$ cat config.mk
export PLATFORM = sky130hd
export DESIGN_NAME = cpu7_excp_redirect_flat
export DESIGN_NICKNAME = d
export VERILOG_FILES = /design/src/rtl/cpu7_excp_redirect_pkg.sv /design/src/rtl/cpu7_excp_redirect_if.sv /design/src/rtl/cpu7_excp_drain_cnt.sv /design/src/rtl/cpu7_excp_redirect.sv /design/src/flat_wrapper.sv
export SDC_FILE = /design/constraint.sdc
export NUM_CORES = 1
export LEC_CHECK = 0
export BUFFER_PORTS_ARGS = -buffer_cell sky130_fd_sc_hd__clkbuf_2
export CORE_UTILIZATION = 48
export DETAILED_ROUTE_END_ITERATION = 8
export GPL_TIMING_DRIVEN = 0
export PLACE_DENSITY_LB_ADDON = 0.15
export SLEW_MARGIN = 5
export SYNTH_ARGS = -nofsm -noshare
export SYNTH_HDL_FRONTEND = slang
export SYNTH_HIERARCHICAL = 1
export SYNTH_SLANG_ARGS = --single-unit
export TNS_END_PERCENT = 50
$ cat constraint.sdc
create_clock -name clk -period 3 [get_ports clk]
set_input_delay 0.15 -clock clk [delete_from_list [all_inputs] [get_ports clk]]
set_output_delay 0.15 -clock clk [all_outputs]
set_load 0.05 [all_outputs]
$ cat src/rtl/cpu7_excp_redirect_pkg.sv
// Shared types and constants for the exception/ertn fetch-redirect unit.
package cpu7_excp_redirect_pkg;

  localparam int GRLEN = 32;

  // Encoding 2'b11 is unused and recovers to ST_IDLE.
  typedef enum logic [1:0] {
    ST_IDLE  = 2'b00,
    ST_REQ   = 2'b01,
    ST_DRAIN = 2'b10
  } redir_state_t;

  // Fetch targets are word aligned, so the two low bits are dropped.
  function automatic logic [GRLEN-1:0] align_target(input logic [GRLEN-1:0] addr);
    return {addr[GRLEN-1:2], 2'b00};
  endfunction

endpackage

$ cat src/rtl/cpu7_excp_redirect_if.sv
// Bundle of the CSR/ECL inputs and the IFU redirect handshake.
// master: the redirect unit; slave: its environment (CSR, ECL, IFU).
interface cpu7_excp_redirect_if;
  import cpu7_excp_redirect_pkg::*;

  logic             ecl_csr_ale_e;
  logic             ecl_csr_ertn_e;
  logic [GRLEN-1:0] csr_eentry;
  logic [GRLEN-1:0] csr_era;
  logic             ifu_exu_redirect_ack;
  logic             exu_ifu_redirect_vld;
  logic [GRLEN-1:0] exu_ifu_redirect_pc;
  logic             exu_ifu_redirect_ertn;
  logic             exu_flush;
  logic             exu_redirect_busy;

  modport master (
    input  ecl_csr_ale_e,
    input  ecl_csr_ertn_e,
    input  csr_eentry,
    input  csr_era,
    input  ifu_exu_redirect_ack,
    output exu_ifu_redirect_vld,
    output exu_ifu_redirect_pc,
    output exu_ifu_redirect_ertn,
    output exu_flush,
    output exu_redirect_busy
  );

  modport slave (
    output ecl_csr_ale_e,
    output ecl_csr_ertn_e,
    output csr_eentry,
    output csr_era,
    output ifu_exu_redirect_ack,
    input  exu_ifu_redirect_vld,
    input  exu_ifu_redirect_pc,
    input  exu_ifu_redirect_ertn,
    input  exu_flush,
    input  exu_redirect_busy
  );

endinterface

$ cat src/rtl/cpu7_excp_drain_cnt.sv
// Loadable down-counter that stops at zero and flags it.
module cpu7_excp_drain_cnt #(
  parameter int CNT_W = 4
) (
  input  logic             clk,
  input  logic             resetn,
  input  logic             load,
  input  logic [CNT_W-1:0] load_val,
  input  logic             dec,
  output logic             zero
);

  localparam logic [CNT_W-1:0] ONE = 1;

  logic [CNT_W-1:0] cnt;

  assign zero = (cnt == '0);

  // Load has priority; decrement saturates at zero so the count never wraps.
  always_ff @(posedge clk or negedge resetn) begin
    if (!resetn) begin
      cnt <= '0;
    end else if (load) begin
      cnt <= load_val;
    end else if (dec && !zero) begin
      cnt <= cnt - ONE;
    end
  end

endmodule

$ cat src/rtl/cpu7_excp_redirect.sv
// Exception / ertn fetch redirect with post-ack pipeline drain.
//
// state    | meaning
// ---------+----------------------------------------------------------
// ST_IDLE  | no redirect pending; accepts ale/ertn events
// ST_REQ   | redirect presented to IFU, flush asserted, waiting for ack
// ST_DRAIN | redirect accepted, flush held while the counter runs down
//
// All outputs decode flopped state/target only, so nothing from the
// inputs reaches the outputs combinationally.
module cpu7_excp_redirect
  import cpu7_excp_redirect_pkg::*;
#(
  parameter int DRAIN_CYCLES = 2,
  parameter int CNT_W        = 4
) (
  input  logic                   clk,
  input  logic                   resetn,
  cpu7_excp_redirect_if.master   bus
);

  // DRAIN is entered with DRAIN_CYCLES-1 so flush lasts DRAIN_CYCLES cycles after the ack cycle.
  localparam logic [CNT_W-1:0] DRAIN_LOAD =
    (DRAIN_CYCLES == 0) ? '0 : CNT_W'(DRAIN_CYCLES - 1);

  redir_state_t     state;
  redir_state_t     state_nxt;
  logic             evt;
  logic             accept;
  logic             cnt_load;
  logic             cnt_dec;
  logic             cnt_zero;
  logic [GRLEN-1:0] target;
  logic             cause;

  assign evt    = bus.ecl_csr_ale_e | bus.ecl_csr_ertn_e;
  // Events outside IDLE belong to instructions that are being killed.
  assign accept = (state == ST_IDLE) && evt;

  // State register.
  always_ff @(posedge clk or negedge resetn) begin
    if (!resetn) begin
      state <= ST_IDLE;
    end else begin
      state <= state_nxt;
    end
  end

  // Next-state and counter-load decode.
  always_comb begin
    state_nxt = ST_IDLE;
    cnt_load  = 1'b0;
    case (state)
      ST_IDLE: begin
        state_nxt = evt ? ST_REQ : ST_IDLE;
      end
      ST_REQ: begin
        if (bus.ifu_exu_redirect_ack) begin
          if (DRAIN_CYCLES == 0) begin
            state_nxt = ST_IDLE;
          end else begin
            state_nxt = ST_DRAIN;
            cnt_load  = 1'b1;
          end
        end else begin
          state_nxt = ST_REQ;
        end
      end
      ST_DRAIN: begin
        state_nxt = cnt_zero ? ST_IDLE : ST_DRAIN;
      end
      default: begin
        state_nxt = ST_IDLE;
      end
    endcase
  end

  // Target/cause capture on an accepted event; ale wins over ertn.
  // The target is taken from the CSR outputs as they stand in the event cycle.
  always_ff @(posedge clk or negedge resetn) begin
    if (!resetn) begin
      target <= '0;
      cause  <= 1'b0;
    end else if (accept) begin
      target <= align_target(bus.ecl_csr_ale_e ? bus.csr_eentry : bus.csr_era);
      cause  <= ~bus.ecl_csr_ale_e;
    end
  end

  assign cnt_dec = (state == ST_DRAIN);

  cpu7_excp_drain_cnt #(
    .CNT_W (CNT_W)
  ) u_drain_cnt (
    .clk      (clk),
    .resetn   (resetn),
    .load     (cnt_load),
    .load_val (DRAIN_LOAD),
    .dec      (cnt_dec),
    .zero     (cnt_zero)
  );

  assign bus.exu_ifu_redirect_vld  = (state == ST_REQ);
  assign bus.exu_ifu_redirect_pc   = target;
  assign bus.exu_ifu_redirect_ertn = cause;
  assign bus.exu_flush             = (state == ST_REQ) || (state == ST_DRAIN);
  assign bus.exu_redirect_busy     = (state == ST_REQ) || (state == ST_DRAIN);

endmodule

$ cat src/flat_wrapper.sv
// flat-port wrapper written by rule: the top's interface ports become plain ports
module cpu7_excp_redirect_flat import cpu7_excp_redirect_pkg::*;
#(
  parameter int DRAIN_CYCLES = 2,
  parameter int CNT_W        = 4
)
  (clk, resetn, bus_ecl_csr_ale_e, bus_ecl_csr_ertn_e, bus_csr_eentry, bus_csr_era, bus_ifu_exu_redirect_ack, bus_exu_ifu_redirect_vld, bus_exu_ifu_redirect_pc, bus_exu_ifu_redirect_ertn, bus_exu_flush, bus_exu_redirect_busy);
  cpu7_excp_redirect_if bus_i ();
  input  logic clk;
  input  logic resetn;
  input wire logic [$bits(bus_i.ecl_csr_ale_e)-1:0] bus_ecl_csr_ale_e;
  input wire logic [$bits(bus_i.ecl_csr_ertn_e)-1:0] bus_ecl_csr_ertn_e;
  input wire logic [$bits(bus_i.csr_eentry)-1:0] bus_csr_eentry;
  input wire logic [$bits(bus_i.csr_era)-1:0] bus_csr_era;
  input wire logic [$bits(bus_i.ifu_exu_redirect_ack)-1:0] bus_ifu_exu_redirect_ack;
  output wire logic [$bits(bus_i.exu_ifu_redirect_vld)-1:0] bus_exu_ifu_redirect_vld;
  output wire logic [$bits(bus_i.exu_ifu_redirect_pc)-1:0] bus_exu_ifu_redirect_pc;
  output wire logic [$bits(bus_i.exu_ifu_redirect_ertn)-1:0] bus_exu_ifu_redirect_ertn;
  output wire logic [$bits(bus_i.exu_flush)-1:0] bus_exu_flush;
  output wire logic [$bits(bus_i.exu_redirect_busy)-1:0] bus_exu_redirect_busy;
  assign bus_i.ecl_csr_ale_e = bus_ecl_csr_ale_e;
  assign bus_i.ecl_csr_ertn_e = bus_ecl_csr_ertn_e;
  assign bus_i.csr_eentry = bus_csr_eentry;
  assign bus_i.csr_era = bus_csr_era;
  assign bus_i.ifu_exu_redirect_ack = bus_ifu_exu_redirect_ack;
  assign bus_exu_ifu_redirect_vld = bus_i.exu_ifu_redirect_vld;
  assign bus_exu_ifu_redirect_pc = bus_i.exu_ifu_redirect_pc;
  assign bus_exu_ifu_redirect_ertn = bus_i.exu_ifu_redirect_ertn;
  assign bus_exu_flush = bus_i.exu_flush;
  assign bus_exu_redirect_busy = bus_i.exu_redirect_busy;
  cpu7_excp_redirect #(.DRAIN_CYCLES(DRAIN_CYCLES), .CNT_W(CNT_W)) u_core (.clk(clk), .resetn(resetn), .bus(bus_i));
endmodule
==> results.cfg, run 1 <==
[logic_synthesis]
syn_area_um2 = 1990
synth_edf_count = 0
syn_avg_cell_area_um2 = 12.7
ys_seq_elements = 37
yosys.cell_types.count = 29
ys.flop_type = dfrtp_1
synth_area_leaders = dfrtp_1 47%, nand4bb_1 16%, o221a_1 16%
postSynthCellCount = 157
ys_seq_area_frac = 0.465
ys_warn_count = 6
yosys.area.top_type = dfrtp_1
ys_async_sr_fraction = 1.00
synth_top_area_share = 0.465

[sta]
rsz0062_at_grt = false
worst_slew_pin_slew_ns = 0.928
maxSlewHeadroom = 0.381
max_freq_mhz = 605
worst_slack_ns = 1.35
min_period_ns = 1.65
fin_crit_sh = 0.551
fin_skew_ns = 0.00383
setup_viol = 0
maxSlewViolCount = 0
fin_setup_tns_ns = 0
hold_violations = 37
hold_ws_ns = -0.00773

[global_route]
grt_pass1_wl_um = 7880
grt_max_degree = 38
antenna_found_initial = 0
grt_pass1_vias = 1760
grt_util_all_layers = 0.235
grt.overflow.total = 0

[clock_tree]
numCtsBuffers = 5
cts_tree = yes
ctsHtreeMaxLevel = 2
postCtsSetupRepairBufs = 0
cts_sinks = 37
insertion_delay_ns = 0.28
cts_resized = 0
holdBufCountCts = 0
clock_path_buffers = 2
cts.clk_slew.worst_paths_ns = 0.08
cts_root_buf = clkbuf_8

[worst_setup_path]
slowest_stage = dfrtp_1
slowest_delay_ns = 0.41
crit_required_ns = 3.18
cp-end-kind = register
crit_fanout = 10
path_cells = inv_1 -> ha_1 -> clkbuf_1 -> nand4bb_1 -> o221a_1
crit_path_start_kind = register
critical_path_arrival_ns = 1.83
critPathKind = register to register

[flow_run]
maxCapViolCount = 0

[placement]
place_congestion = 0.718
place_inst = 309
dp_slack_ns = 1.34
dpl.hpwl_um = 3550
port_buffers = 98

[finish]
nFillCells = 347
register_area_um2 = 926
synthToLayoutAreaGrowth_pct = 35.3
multi_input_area_um2 = 951
drive_gt1_frac = 0.464
final_common_cell = clkbuf_2
nets = 340
final_cells = 317
diodes = 0
final_cell_mix = 98 x clkbuf_2, 37 x dfrtp_1, 28 x nand4bb_1, 28 x o221a_1

[floorplan]
start_util = 0.498
ios = 105
die_y_um = 66.4
rows = 23
die_w_um = 66.4
core_um2 = 4000
dieArea_um2 = 4410

[power]
leakagePower_nw = 1.23
p_total_mw = 3.31
peakVddDrop_mv = 0.861
p_per_area_nw_per_um2 = 1230

[drt]
drt-wirelength-per-cell_um = 15.2
drt-pass1-iter-count = 4
drc_errors = 0
vias_per_cell = 5.55
wl_um = 4830
vias = 1760
drtAntennaViolNets = 0
drt_iter0_drc = 75

[outcome]
violations = negative hold slack
status = finished, violations left

[min_path]
worstHoldPathType = input port to async pin
-- through the flow --
stage | utilization | cell area [um^2]
detailed placement | 0.640 | 2560
finish | 0.673 | 2690
floorplan | - | 2010
global route | 0.673 | 2690
global placement | 0.640 | 2560
CTS | 0.673 | 2690
-- registers in the layout (all words and copies together) (netlist names) --
signal                            flops
u_core/state                          2
u_core/u_drain_cnt/cnt                4
u_core/bus.exu_ifu_redirect_pc       30
u_core/bus.exu_ifu_redirect_ertn      1
-- per-layer routing --
layer,up-vias,share of wire,GRT usage
met1,849,0.43,0.288
met2,62,0.49,0.401
met5,-,0,0
li1,842,-,-
met4,0,0.0099,0.0718
met3,7,0.069,0.0621
-- report_power, final --
group / internal, mW / leakage (nW) / switching (mW)
clock: 0.330 / 0.0681 / 0.181
sequential: 0.742 / 0.414 / 0.152
combinational: 0.587 / 0.745 / 1.32
total: 1.66 / 1.23 / 1.65
-- path summary, 6_finish.rpt --
path	cells past startpoint	slack, ns	startpoint	to
worst max register to register	5	1.35	u_core/state[0]$_DFF_PN0_	u_core/bus.exu_ifu_redirect_pc[10]$_DFFE_PN0P_
min in group clk	3	0.11	bus_ifu_exu_redirect_ack	u_core/state[1]$_DFF_PN0_
worst min register to register	2	0.54	u_core/bus.exu_ifu_redirect_ertn$_DFFE_PN0P_	u_core/bus.exu_ifu_redirect_ertn$_DFFE_PN0P_
max in group asynchronous	1	2.44	resetn	u_core/bus.exu_ifu_redirect_pc[11]$_DFFE_PN0P_
worst max-delay path	5	1.35	u_core/state[0]$_DFF_PN0_	u_core/bus.exu_ifu_redirect_pc[10]$_DFFE_PN0P_
worst min-delay path	1	-0.008	resetn	u_core/bus.exu_ifu_redirect_pc[3]$_DFFE_PN0P_
-- Yosys cell counts, types with 3 or more instances --
cell type  count
dfrtp_1       37
nand4bb_1     28
o221a_1       28
buf_2          7
clkbuf_1       7
inv_1          6
a21oi_1        5
ha_1           5
nand2_1        4
buf_4          3
-- critical path: cells and delay by family, from the launching register on --
| family | cells | cell delay [ns] |
|---|---|---|
| AO/OA/AOI/OAI | 1 | 0.15 |
| adder cells (fa/ha/maj) | 1 | 0.34 |
| flip-flops | 1 | 0.41 |
| buffers and inverters | 2 | 0.49 |
| AND/OR/NAND/NOR | 1 | 0.16 |
-- cells by family after synthesis --
group	synth area share
AOI/OAI and AO/OA	0.213
adders and majority gates	0.0314
buffers and inverters	0.0647
DFF	0.465
other	0.00377
and+or+nand+nor	0.222
-- final cells by class --
class | instances | area share
clock buffers | 5 | 0.0256
repair buffers | 98 | 0.182
well taps | 50 | 0.0232
multi-input cells | 99 | 0.353
clock inverters | 3 | 0.0242
inverters | 6 | 0.00836
flip-flops and latches | 37 | 0.344
plain buffers | 19 | 0.0395
Power figures use the tool's default switching activity.
==> inputs of run 2 (changes only) <==
Settings changed: ABC_AREA from default to 1, CORE_UTILIZATION 48 to 41.
Clock period 3 ns to 1.45 ns, I/O delays scaled along.
==> run 2 against run 1 <==
Net effect: the run now ends clean; clock skew decreased by 0.0013 ns; sequential power increased by 100%; non-clock buffer count decreased by 2; final cell count increased by 50%; worst hold slack improved by 0.068 ns; count of clock-buffer cells in the layout increased by 2; global-route usage decreased by 3.3 points; wire length decreased by 2.2%; register-to-register slack got worse by 1.2 ns; via count increased by 17%; sequential share of layout area decreased by 1.1 points.
==> results.cfg, run 2 <==
[logic_synthesis]
ys_warn_count = 6
syn_area_um2 = 2070
yosys.cell_types.count = 20
yosysMostFrequentCell = nand2_1
ys_async_sr_fraction = 1.00
synth_top_area_share = 0.447
ys_seq_elements = 37
ys.flop_type = dfrtp_1
yosys.area.top_type = dfrtp_1
syn_avg_cell_area_um2 = 6.93
synth_common_cells = 207 x nand2_1, 37 x dfrtp_1, 10 x buf_4, 10 x inv_1, 5 x ha_1
synth_area_leaders = dfrtp_1 45%, nand2_1 38%, buf_4 3.6%
synth_edf_count = 0
ys_seq_area_frac = 0.447
postSynthCellCount = 299

[placement]
postPlaceCellArea_um2 = 2670
port_buffers = 97
place_congestion = 0.765
dpl.hpwl_um = 3560
place_inst = 467

[floorplan]
core_um2 = 4790
die_w_um = 73.1
die_y_um = 73.1
ios = 105
start_util = 0.433
dieArea_um2 = 5340
rows = 25

[finish]
nets = 483
register_area_um2 = 926
stdcell_area_um2 = 2780
final_common_cell = nand2_1
nFillCells = 506
drive_gt1_frac = 0.325
final_cells = 476
multi_input_area_um2 = 996
largest_register_ffs = 30
diodes = 0
synthToLayoutAreaGrowth_pct = 34.1
fin_util = 0.580
final_cell_mix = 207 x nand2_1, 96 x clkbuf_2, 37 x dfrtp_1

[sta]
maxSlewViolCount = 0
fin_skew_ns = 0.00252
fin_crit_sh = 0.950
setup_viol = 0
min_period_ns = 1.38
fin_setup_tns_ns = 0
rsz0062_at_grt = false
hold_violations = 0
maxSlewHeadroom = 0.393
worst_slew_pin_slew_ns = 0.911
max_freq_mhz = 726

[clock_tree]
insertion_delay_ns = 0.28
cts_tree = yes
numCtsBuffers = 5
cts.clk_slew.worst_paths_ns = 0.07
cts_root_buf = clkbuf_8
ctsHtreeMaxLevel = 2
clock_path_buffers = 2
cts_sinks = 37

[drt]
vias_per_cell = 4.34
drt_iter0_drc = 57
drtAntennaViolNets = 0
wl_um = 4730
drt-pass1-iter-count = 4
vias = 2066
drc_errors = 0
drt-wirelength-per-cell_um = 9.93

[min_path]
worstHoldPathType = input port to register
whs_path_depth = 4

[worst_setup_path]
critical_path_arrival_ns = 1.31
slowest_stage = dfrtp_1
r2r.worst_path.cells = 7
crit_required_ns = 1.38
worst-path-buf-inv = 2
critPathKind = register to output port
path_cells = inv_2 -> ha_1 -> clkbuf_2
crit_path_start_kind = register
cp-end-kind = output port
path_delay_family = flip-flops
crit_fanout = 3
cp.depth = 3
slowest_delay_ns = 0.38

[global_route]
grt_pass1_wl_um = 8180
grt_pass1_vias = 1851
grt_util_all_layers = 0.203
grt.overflow.total = 0
antenna_found_initial = 0
grt_max_degree = 38

[power]
p_total_mw = 6.46
peakVddDrop_mv = 0.966
p_per_area_nw_per_um2 = 2330
leakagePower_nw = 1.75

[outcome]
status = finished, final reports clean

[flow_run]
maxCapViolCount = 0
[run 2: changes by cell type in the layout (fill, tap and decap cells not counted), moves of 3 or more]
cell       previous run  this run
nand4bb_1            28         0
nand2_1               4       207
o221a_1              28         0
buf_4                 3        11
nand3_1               0         3
a21oi_1               5         2
clkbuf_1              7         1
buf_2                 7         3
inv_2                 0         5
[run 2: power breakdown]
group	switching (mW)	total [mW]	internal (mW)
clock	0.348	0.725	0.377
sequential	0.276	1.80	1.52
combinational	2.87	3.94	1.07
[run 2: layout make-up]
class,instances,share of cell area
Multi-Input combinational cell,236,0.359
Buffer,16,0.0446
Inverter,14,0.0189
Timing Repair Buffer,99,0.183
Clock buffer,7,0.0311
Tap cell,67,0.0302
Sequential cell,37,0.333
[run 2: worst paths after layout]
path	from	slack, ns	end
min in group asynchronous	resetn	0.45	u_core/bus.exu_ifu_redirect_pc[7]$_DFFE_PN0P_
hold / removal	bus_ifu_exu_redirect_ack	0.06	u_core/state[0]$_DFF_PN0_
setup / recovery	u_core/state[1]$_DFF_PN0_	0.07	bus_exu_flush
max in group asynchronous	resetn	0.43	u_core/bus.exu_ifu_redirect_pc[2]$_DFFE_PN0P_
setup reg to reg	u_core/state[1]$_DFF_PN0_	0.15	u_core/bus.exu_ifu_redirect_pc[31]$_DFFE_PN0P_
hold reg to reg	u_core/bus.exu_ifu_redirect_pc[7]$_DFFE_PN0P_	0.48	u_core/bus.exu_ifu_redirect_pc[7]$_DFFE_PN0P_
[run 2: layer usage]
metal  track usage  up-vias  share of wire
li1              -     1098              -
met1         0.265      898           0.45
met2         0.329       61           0.47
met3        0.0428        9          0.058
met4        0.0784        0          0.018
met5             0        -              0
[run 2: what timing repair did]
action / 4_1_cts / 5_1_grt
cloned: 0 / 0
gates resized for setup: 2 / 3
endpoints found under the setup margin: 1 / 4
hold endpoints to repair: 37 / 0
hold buffers: 1 / 0
setup buffers: 1 / 0
[run 2: cell families (layout without fill, tap and decap cells)]
group,count (synthesis),after routing,share of synthesized area
buffers and inverters,30,136,0.0852
AND/OR/NAND/NOR,220,220,0.416
AO/OA/AOI/OAI,5,5,0.0175
other,2,6,0.00363
adder cells (fa/ha/maj),5,5,0.0302
flip-flops,37,37,0.447
[run 2: worst reg2reg max path, cell delays in order (launching register included)]
cell	delay, ns
dfrtp_1	0.41
inv_2	0.09
ha_1	0.23
inv_2	0.06
nor2_4	0.14
buf_4	0.19
nand2_1	0.07
nand2_1	0.06
[run 2: metrics by stage]
stage	worst slack (ns)	hold WS [ns]
after floorplan	0.0690	-0.223
after global placement	0.112	0.262
after detailed placement	0.0797	0.269
after CTS	0.00454	0.0523
after global routing	0.0168	0.0905
final	0.0724	0.0606
==> inputs of run 3 (changes only) <==
Settings changed: RECOVER_POWER from default to 25, SYNTH_HIERARCHICAL 1 to default.
==> run 3 against run 2 <==
Net effect: final cell count fell by 12%; combinational power is essentially flat; maximum frequency is 1.4% higher; critical path type unchanged; largest power group unchanged.
==> results.cfg, run 3 <==
[power]
leakagePower_nw = 1.58
peakVddDrop_mv = 1.21
p_per_area_nw_per_um2 = 2370

[floorplan]
rows = 25
start_util = 0.436
dieArea_um2 = 5410
core_um2 = 4820
die_y_um = 73.6
ios = 105
die_w_um = 73.6

[placement]
place_congestion = 0.752
port_buffers = 97
dpl.hpwl_um = 3580
place_inst = 410
dp_slack_ns = 0.143

[logic_synthesis]
yosys.cell_types.count = 18
synth_edf_count = 0
ys_async_sr_fraction = 1.00
ys_seq_elements = 37
postSynthCellCount = 245
yosysMostFrequentCell = nand2_1
synth_area_leaders = dfrtp_1 44%, nand2_1 18%, o211ai_2 18%
synth_common_cells = 103 x nand2_1, 37 x dfrtp_1, 37 x inv_1
ys_warn_count = 0
syn_area_um2 = 2100
syn_avg_cell_area_um2 = 8.57
synth_top_area_share = 0.441
ys.flop_type = dfrtp_1
yosys.area.top_type = dfrtp_1
ys_seq_area_frac = 0.441

[clock_tree]
cts_tree = yes
clock_path_buffers = 2
insertion_delay_ns = 0.28
cts_root_buf = clkbuf_8
cts_sinks = 37
ctsHtreeMaxLevel = 2
cts.clk_slew.worst_paths_ns = 0.07
numCtsBuffers = 5

[sta]
maxSlewViolCount = 0
fin_setup_tns_ns = 0
min_period_ns = 1.36
fin_crit_sh = 0.937
setup_viol = 0
worst_slew_pin_slew_ns = 0.921
maxSlewHeadroom = 0.386
fin_skew_ns = 0.00598
worst_slack_ns = 0.0919
rsz0062_at_grt = false
max_freq_mhz = 736
hold_violations = 0

[global_route]
grt_max_degree = 38
antenna_found_initial = 0
grt.overflow.total = 0
grt_pass1_wl_um = 8020
grt_util_all_layers = 0.194
grt_pass1_vias = 1847

[finish]
final_cell_mix = 103 x nand2_1, 69 x clkbuf_2, 37 x dfrtp_1
nets = 426
largest_register_ffs = 30
diodes = 0
drive_gt1_frac = 0.357
final_cells = 420
synthToLayoutAreaGrowth_pct = 31.8
final_common_cell = nand2_1

[worst_setup_path]
crit_path_start_kind = register
setup.worst_path.start = u_core.state[1]$_DFF_PN0_
path_cells = inv_2 -> ha_1 -> buf_4 -> buf_6
slowest_stage = dfrtp_1
cp-end-kind = output port
crit_fanout = 3
critical_path_arrival_ns = 1.29
path_delay_family = flip-flops
crit_required_ns = 1.38
critPathKind = register to output port
timing.rr.start = u_core.state[1]$_DFF_PN0_
slowest_delay_ns = 0.39
worst-path-buf-inv = 3

[drt]
vias = 1889
wl_met2_um = 2390
dr_wl_met3_um = 245
drt_iter0_drc = 52
drt-pass1-iter-count = 4
drt-wirelength-per-cell_um = 11.5
wl_um = 4840
top_layer = met4
drc_errors = 0
met1Wirelength_um = 2150
drtAntennaViolNets = 0
vias_per_cell = 4.50

[min_path]
worstHoldPathType = input port to register
hp-start = bus_csr_era[30]

[flow_run]
maxCapViolCount = 0

[outcome]
status = finished, final reports clean
-- run 3: changes by cell type after synthesis, moves of 3 or more --
cell and delta:
buf_4 -3, clkbuf_1 +3, inv_1 +27, nand2_1 -104, nand3_1 +4, o211ai_2 +30
-- run 3: report_power, final --
| group | internal [mW] | switching [mW] | total, mW |
|---|---|---|---|
| clock | 0.430 | 0.358 | 0.788 |
| sequential | 1.54 | 0.286 | 1.82 |
| combinational | 1.00 | 2.95 | 3.95 |
| total | 2.97 | 3.60 | 6.57 |
-- run 3: what timing repair did --
action | in CTS | in global routing
setup buffers | 1 | 0
hold buffers | 1 | 0
setup endpoints to repair | 1 | 1
endpoints found under the hold margin | 37 | 0
resized for setup | 1 | 3
-- run 3: path summary, 6_finish.rpt --
check / cells past startpoint / end / slack [ns]
setup / recovery: 4 / bus_exu_redirect_busy / 0.09
hold / removal: 3 / u_core.bus.exu_ifu_redirect_pc[30]$_DFFE_PN0P_ / 0.01
setup reg to reg: 7 / u_core.bus.exu_ifu_redirect_pc[5]$_DFFE_PN0P_ / 0.17
hold reg to reg: 2 / u_core.bus.exu_ifu_redirect_pc[7]$_DFFE_PN0P_ / 0.48
max in group asynchronous: 2 / u_core.bus.exu_ifu_redirect_pc[23]$_DFFE_PN0P_ / 0.41
min in group asynchronous: 2 / u_core.bus.exu_ifu_redirect_pc[30]$_DFFE_PN0P_ / 0.46
-- run 3: final cells by class --
type	count	area, um^2
multi-input combinational	155	925
clock inverter	1	5.00
tap	67	83.8
fill	472	2050
timing repair buffer	99	475
clock buffer	7	96.3
inverter	38	143
buffer	16	113
sequential	37	926
-- run 3: worst min-delay path: stages --
cell and delay (ns):
clkbuf_2 0.08, o211ai_2 0.06, nand2_1 0.05
-- run 3: logic make-up after synthesis --
logic type	after synthesis	synth area share
AOI/OAI and AO/OA	34	0.194
xor gates and xnor gates	1	0.00417
buffers and inverters	54	0.122
and+or+nand+nor	113	0.208
DFF	37	0.441
other	1	0.00179
adders and majority gates	5	0.0298
-- run 3: through the flow --
stage	total power [mW]	cell area [um^2]	utilization	hold WS [ns]
global route	6.99	2770	0.574	0.0195
detailed placement	5.87	2680	0.555	0.257
floorplan	4.93	2110	-	-0.223
finish	6.57	2770	0.574	0.0136
global placement	5.80	2680	0.555	0.260
CTS	6.71	2800	0.581	0.0120
-- run 3: layer usage --
| metal | up-vias | global-route usage |
|---|---|---|
| met5 | - | 0 |
| li1 | 971 | - |
| met4 | 0 | 0.0556 |
| met2 | 57 | 0.338 |
| met1 | 855 | 0.240 |
| met3 | 6 | 0.0412 |
